File: config.mk
export PLATFORM = sky130hd
export DESIGN_NAME = match_dictionary
export DESIGN_NICKNAME = d
export VERILOG_FILES = /design/src/rtl/match_dictionary.sv
export SDC_FILE = /design/constraint.sdc
export NUM_CORES = 2
export LEC_CHECK = 0
export BUFFER_PORTS_ARGS = -buffer_cell sky130_fd_sc_hd__clkbuf_2
export CORE_MARGIN = 4
export CORE_UTILIZATION = 30
export DETAILED_ROUTE_END_ITERATION = 7
export PLACE_DENSITY = 0.46
export SYNTH_ARGS = -nofsm -noshare
export SYNTH_HDL_FRONTEND = slang
export SYNTH_SLANG_ARGS = --single-unit
File: constraint.sdc
create_clock -name i_clk -period 61.3 [get_ports i_clk]
set_input_delay 18.39 -clock i_clk [delete_from_list [all_inputs] [get_ports i_clk]]
set_output_delay 18.39 -clock i_clk [all_outputs]
set_load 0.005 [all_outputs]
File: src/rtl/match_dictionary.sv
// Move-to-front dictionary of recent words: compares an accepted word against every
// entry, holds registered per-entry match results, then applies the downstream decision.
module match_dictionary #(
   parameter int NO_WORD          = 16,
   parameter int WORD_WIDTH       = 32,
   parameter int WIDTH_MATCH_BYTE = 2,
   localparam int IDX_W           = $clog2(NO_WORD)
) (
   input  logic                                i_clk,
   input  logic                                i_reset,
   input  logic                                i_valid,
   output logic                                o_ready,
   input  logic [WORD_WIDTH-1:0]               i_data,
   input  logic                                i_flush,
   output logic                                o_valid,
   output logic [WORD_WIDTH-1:0]               o_word,
   output logic [WIDTH_MATCH_BYTE*NO_WORD-1:0] o_no_byte_matched,
   output logic [NO_WORD-1:0]                  o_align,
   output logic [4*NO_WORD-1:0]                o_match_mask,
   input  logic                                i_upd_valid,
   input  logic                                i_upd_hit,
   input  logic [IDX_W-1:0]                    i_upd_idx
);

   typedef enum logic {IDLE, CMP} state_t;

   state_t state_p0, state_nxt;

   logic [WORD_WIDTH-1:0] dict_word_p0 [NO_WORD];
   logic                  dict_vld_p0  [NO_WORD];

   logic [4*NO_WORD-1:0]                cmp_mask;
   logic [WIDTH_MATCH_BYTE*NO_WORD-1:0] cmp_code;
   logic [NO_WORD-1:0]                  cmp_align;
   logic [NO_WORD-1:0]                  shift_en;
   logic                                accept;
   logic                                commit;
   logic                                hit_ok;

   function automatic logic [WIDTH_MATCH_BYTE-1:0] match_code(input logic [3:0] m);
      case ($countones(m))
         4:       return WIDTH_MATCH_BYTE'(3);
         3:       return WIDTH_MATCH_BYTE'(2);
         2:       return WIDTH_MATCH_BYTE'(1);
         default: return '0;
      endcase
   endfunction

   // Only runs of two or more adjacent equal bytes are useful to the encoder.
   function automatic logic match_align(input logic [3:0] m);
      case (m)
         4'b1111, 4'b1110, 4'b0111,
         4'b1100, 4'b0110, 4'b0011: return 1'b1;
         default:                   return 1'b0;
      endcase
   endfunction

   assign o_ready = (state_p0 == IDLE);
   assign o_valid = (state_p0 == CMP);
   assign accept  = (state_p0 == IDLE) && i_valid && !i_flush;
   assign commit  = (state_p0 == CMP) && i_upd_valid && !i_flush;
   assign hit_ok  = i_upd_hit && dict_vld_p0[i_upd_idx];

   always_comb begin
      cmp_mask  = '0;
      cmp_code  = '0;
      cmp_align = '0;
      for (int i = 0; i < NO_WORD; i++) begin
         for (int k = 0; k < 4; k++)
            cmp_mask[4*i+k] = dict_vld_p0[i] &&
                              (dict_word_p0[i][8*k +: 8] == i_data[8*k +: 8]);
         cmp_code[i*WIDTH_MATCH_BYTE +: WIDTH_MATCH_BYTE] = match_code(cmp_mask[4*i +: 4]);
         cmp_align[i] = match_align(cmp_mask[4*i +: 4]);
      end
   end

   // A hit on a valid entry shifts only the entries in front of it; anything else
   // behaves as a miss and shifts the whole dictionary.
   always_comb begin
      shift_en = '0;
      for (int i = 1; i < NO_WORD; i++)
         shift_en[i] = hit_ok ? (i <= int'(i_upd_idx)) : 1'b1;
   end

   always_comb begin
      state_nxt = state_p0;
      if (i_flush) begin
         state_nxt = IDLE;
      end else begin
         case (state_p0)
            IDLE:    if (i_valid) state_nxt = CMP;
            CMP:     if (i_upd_valid) state_nxt = IDLE;
            default: state_nxt = IDLE;
         endcase
      end
   end

   always_ff @(posedge i_clk or posedge i_reset) begin
      if (i_reset) state_p0 <= IDLE;
      else         state_p0 <= state_nxt;
   end

   // stage p0: dictionary storage and move-to-front update
   always_ff @(posedge i_clk or posedge i_reset) begin
      if (i_reset) begin
         for (int i = 0; i < NO_WORD; i++) begin
            dict_word_p0[i] <= '0;
            dict_vld_p0[i]  <= 1'b0;
         end
      end else if (i_flush) begin
         for (int i = 0; i < NO_WORD; i++) begin
            dict_word_p0[i] <= '0;
            dict_vld_p0[i]  <= 1'b0;
         end
      end else if (commit) begin
         for (int i = 1; i < NO_WORD; i++) begin
            if (shift_en[i]) begin
               dict_word_p0[i] <= dict_word_p0[i-1];
               dict_vld_p0[i]  <= dict_vld_p0[i-1];
            end
         end
         dict_word_p0[0] <= o_word;
         dict_vld_p0[0]  <= 1'b1;
      end
   end

   // stage p1: registered compare results, held for the whole CMP state
   always_ff @(posedge i_clk or posedge i_reset) begin
      if (i_reset) begin
         o_word            <= '0;
         o_no_byte_matched <= '0;
         o_align           <= '0;
         o_match_mask      <= '0;
      end else if (accept) begin
         o_word            <= i_data;
         o_no_byte_matched <= cmp_code;
         o_align           <= cmp_align;
         o_match_mask      <= cmp_mask;
      end
   end

endmodule

==> impl_results.md <==
* Crit path time final at around 21 ns
* Share of cells above drive strength 1 at a little over an eighth
* Synth Cell Area at 0.0325 sq mm
* Setup WS post-layout at 39.85 ns
* Post-synth top cells: dfrtp_1, nand2_1, a22o_1
* Setup Fix Bufs, Post-CTS at 0
* Drt drc at 0
* Initial Util at 30.3%
* YS warnings at 0
* Fin nets at approximately 3300
* Drt pass-1 iters at 5
* WL per Instance at 23.0 microns
* Ports at approximately 190
* Layout area overhead at 15.7%
* Clock Sink Count at between 600 and 700
* Worst Hold Class: flip-flop to flip-flop
* Max VDD drop at between 0.02 and 0.025 mV
* Rows at 120
* Final Hold Viols at 0
* H-tree levels at 3
* RePlAce Congestion at roughly 0.77
* Synth Instances at between 3000 and 4000
* Vias in the first global route at 23300
* Number of CTS-inserted buffers at 80
* Vias at 23000
* Die width at approximately 340 microns
* Most common cell type on the critical path: ha_1
* Most used DFF post-synth: dfrtp_1
* Pin count of the biggest net entering global routing at approximately 160
* Clock skew at about 0.034 ns
* Initial antenna violation count at 9
* Power Dens Cells at around 27 mW/mm^2
* Worst path cell trace: clkbuf_2 > xor2_1 > nor4_1 > nand4_1 > fa_1 > inv_1 > ha_1 > ha_1 > or3b_2 > a31oi_1
* FMAX at 46.6 MHz
* Synth area leader: dfrtp_1
* Status: finished, final reports clean
* Routed vias/inst at 5.00
* Area share of the largest cell type after synthesis at 51.8%
* Register area share after synthesis at about half
* Hold-fix buffers at CTS at 0
* Max-cap violation count at 0
* Root Buffer: clkbuf_16
* Die area at about 0.11 sq mm
* Synth area leaders: dfrtp_1, a22o_1, xor2_1, nand2_1, xnor2_1
* DIE HEIGHT at between 300 and 400 microns
* Count leader, synth: dfrtp_1
* Worst path arrival time at 22.02 ns
* CTS clk-pin slew, worst paths at 0.06 ns
* Post-CTS sizing at 0
* Max Root-Sink Buffers at 3
* Syn Area/Cell at ~11 sq um
* Leak at 18.3 nW
* Global route overflow at 0
* Pins over their slew limit at 0
* Top delay family on crit path: simple AND/OR/NAND/NOR gates
* CP max FO at 17
* First-pass GRT wire length at around 160000 microns
* Synth Net Count at about 3100
* CTS tree: built
* Setup WS pre-CTS at roughly 39 ns
* Total core area at 0.107 sq mm
* Total GRT Usage at 18.5%
* Final period utilization at a little over a third
* Post-synth ARST share at 100%
* Crit start category: input port
* Req. time, crit path at slightly above 60 ns
* Routed WL at around 110000 microns
* Netlist cell types at 51
* Crit end category: flip-flop
* Final TNS setup at 0 ns
* Final setup violation count at 0
* Slowest CP cell: fa_1
* Worst Path Buf+Inv at 2
* I/O Buffers at 187
* 1st-iter DRT viols at about 1500
* Dpl hpwl at 72600 microns
* RSZ-0062 raised after global routing: false
* Slew HR at 23.8%
* Setup Crit Path Kind: input port to flip-flop
* Worst Tran Pin Value at between 1 and 1.5 ns
* Worst-Skew Late Latency at around 0.64 ns
* Final ANT Viol Nets at 0
* Critical Path Max Stage Delay at 0.80 ns
* Yosys reg bits at 673
* Post-synth EDFFs at 0
layout make-up:
type                    instances  area (sq um)
multi-input cells            2068         14700
flip-flops and latches        673         16800
repair buffers                246          1400
diodes                          1          2.50
fillers                     10800         69700
clock inverters                33           388
inverters                      62           241
well taps                    1403          1760
clock buffers                 112          2340
registers in the layout, indices dropped and copies added, names as in the netlist:
| register | flops |
|---|---|
| dict_vld_p0 | 16 |
| dict_word_p0 | 512 |
| o_align | 16 |
| o_match_mask | 64 |
| o_no_byte_matched | 32 |
| o_valid | 1 |
| o_word | 32 |
metal layers:
layer	up-vias	track usage (%)	routed length, microns
met4	2	4.74	2280
met3	110	3.95	5800
met5	-	0	13
met1	11700	26.7	51100
met2	454	28.3	46800
li1	10800	-	-
metrics by stage:
step / hold slack, ns / instance area (sq um) / std cells / power [mW] / util [%]
after CTS: 0.470 / 37600 / 4597 / 1.04 / 35.1
after floorplan: 0.463 / 32500 / 3017 / 0.513 / -
after global routing: 0.483 / 37600 / 4597 / 1.07 / 35.1
after global placement: 0.450 / 34900 / 4452 / 0.543 / 32.5
final: 0.463 / 37600 / 4598 / 1.03 / 35.1
after detailed placement: 0.456 / 34900 / 4452 / 0.543 / 32.5
worst min-delay path, cell delays in order (launching register included):
cell and delay (ns):
dfrtp_1 0.34, nand2_1 0.05, nand2_1 0.05
power by group:
group          leakage (nW)  internal, mW  switching (mW)
clock                  1.35         0.297           0.200
sequential             9.33         0.450         0.00585
combinational          7.61        0.0203          0.0568
total                  18.3         0.767           0.262
cells in the final DEF, fill, tap and decap left out, types with 10 or more instances in the layout:
| cell type | Yosys | final |
|---|---|---|
| o31ai_1 | 17 | 17 |
| dfrtp_1 | 673 | 673 |
| xnor2_1 | 194 | 194 |
| a21o_1 | 11 | 10 |
| nor2_1 | 35 | 32 |
| o21ai_1 | 35 | 34 |
| clkbuf_8 | 0 | 20 |
| clkbuf_2 | 0 | 187 |
| ha_1 | 70 | 70 |
| clkbuf_1 | 132 | 11 |
| fa_1 | 11 | 11 |
| nand4_1 | 58 | 58 |
| o21ai_0 | 143 | 143 |
| a21oi_1 | 25 | 18 |
| nand3_1 | 23 | 21 |
| nand2_1 | 473 | 472 |
| nor3_1 | 47 | 45 |
| inv_1 | 62 | 60 |
| xor2_1 | 339 | 339 |
| clkinv_2 | 0 | 17 |
| nor4_1 | 60 | 59 |
| a22o_1 | 428 | 428 |
| nand3b_1 | 10 | 10 |
| o21bai_1 | 16 | 15 |
| buf_4 | 1 | 57 |
| clkbuf_16 | 0 | 81 |
worst paths after layout:
check	start	endpoint	slack [ns]	cells after the start
max in group asynchronous	i_reset	dict_word_p0[444]	41.23	4
max reg2reg	dict_word_p0[428]	o_no_byte_matched[5]	57.69	9
min	o_match_mask[12]	o_match_mask[12]	0.46	2
max	i_data[11]	o_no_byte_matched[5]	39.85	10
min in group asynchronous	i_reset	o_match_mask[60]	17.82	2
min reg2reg	o_match_mask[12]	o_match_mask[12]	0.46	2
logic make-up after synthesis:
family                   count (synthesis)  share of synthesized area, %
buffers and inverters                  276                          3.55
AO/OA/AOI/OAI                          704                          16.4
XOR/XNOR                               533                          14.4
adder cells (fa/ha/maj)                 81                          3.37
AND/OR/NAND/NOR                        741                          10.2
flip-flops                             673                          51.8
multiplexers                             9                         0.315
Note: power is estimated with default switching activity, not from simulation.
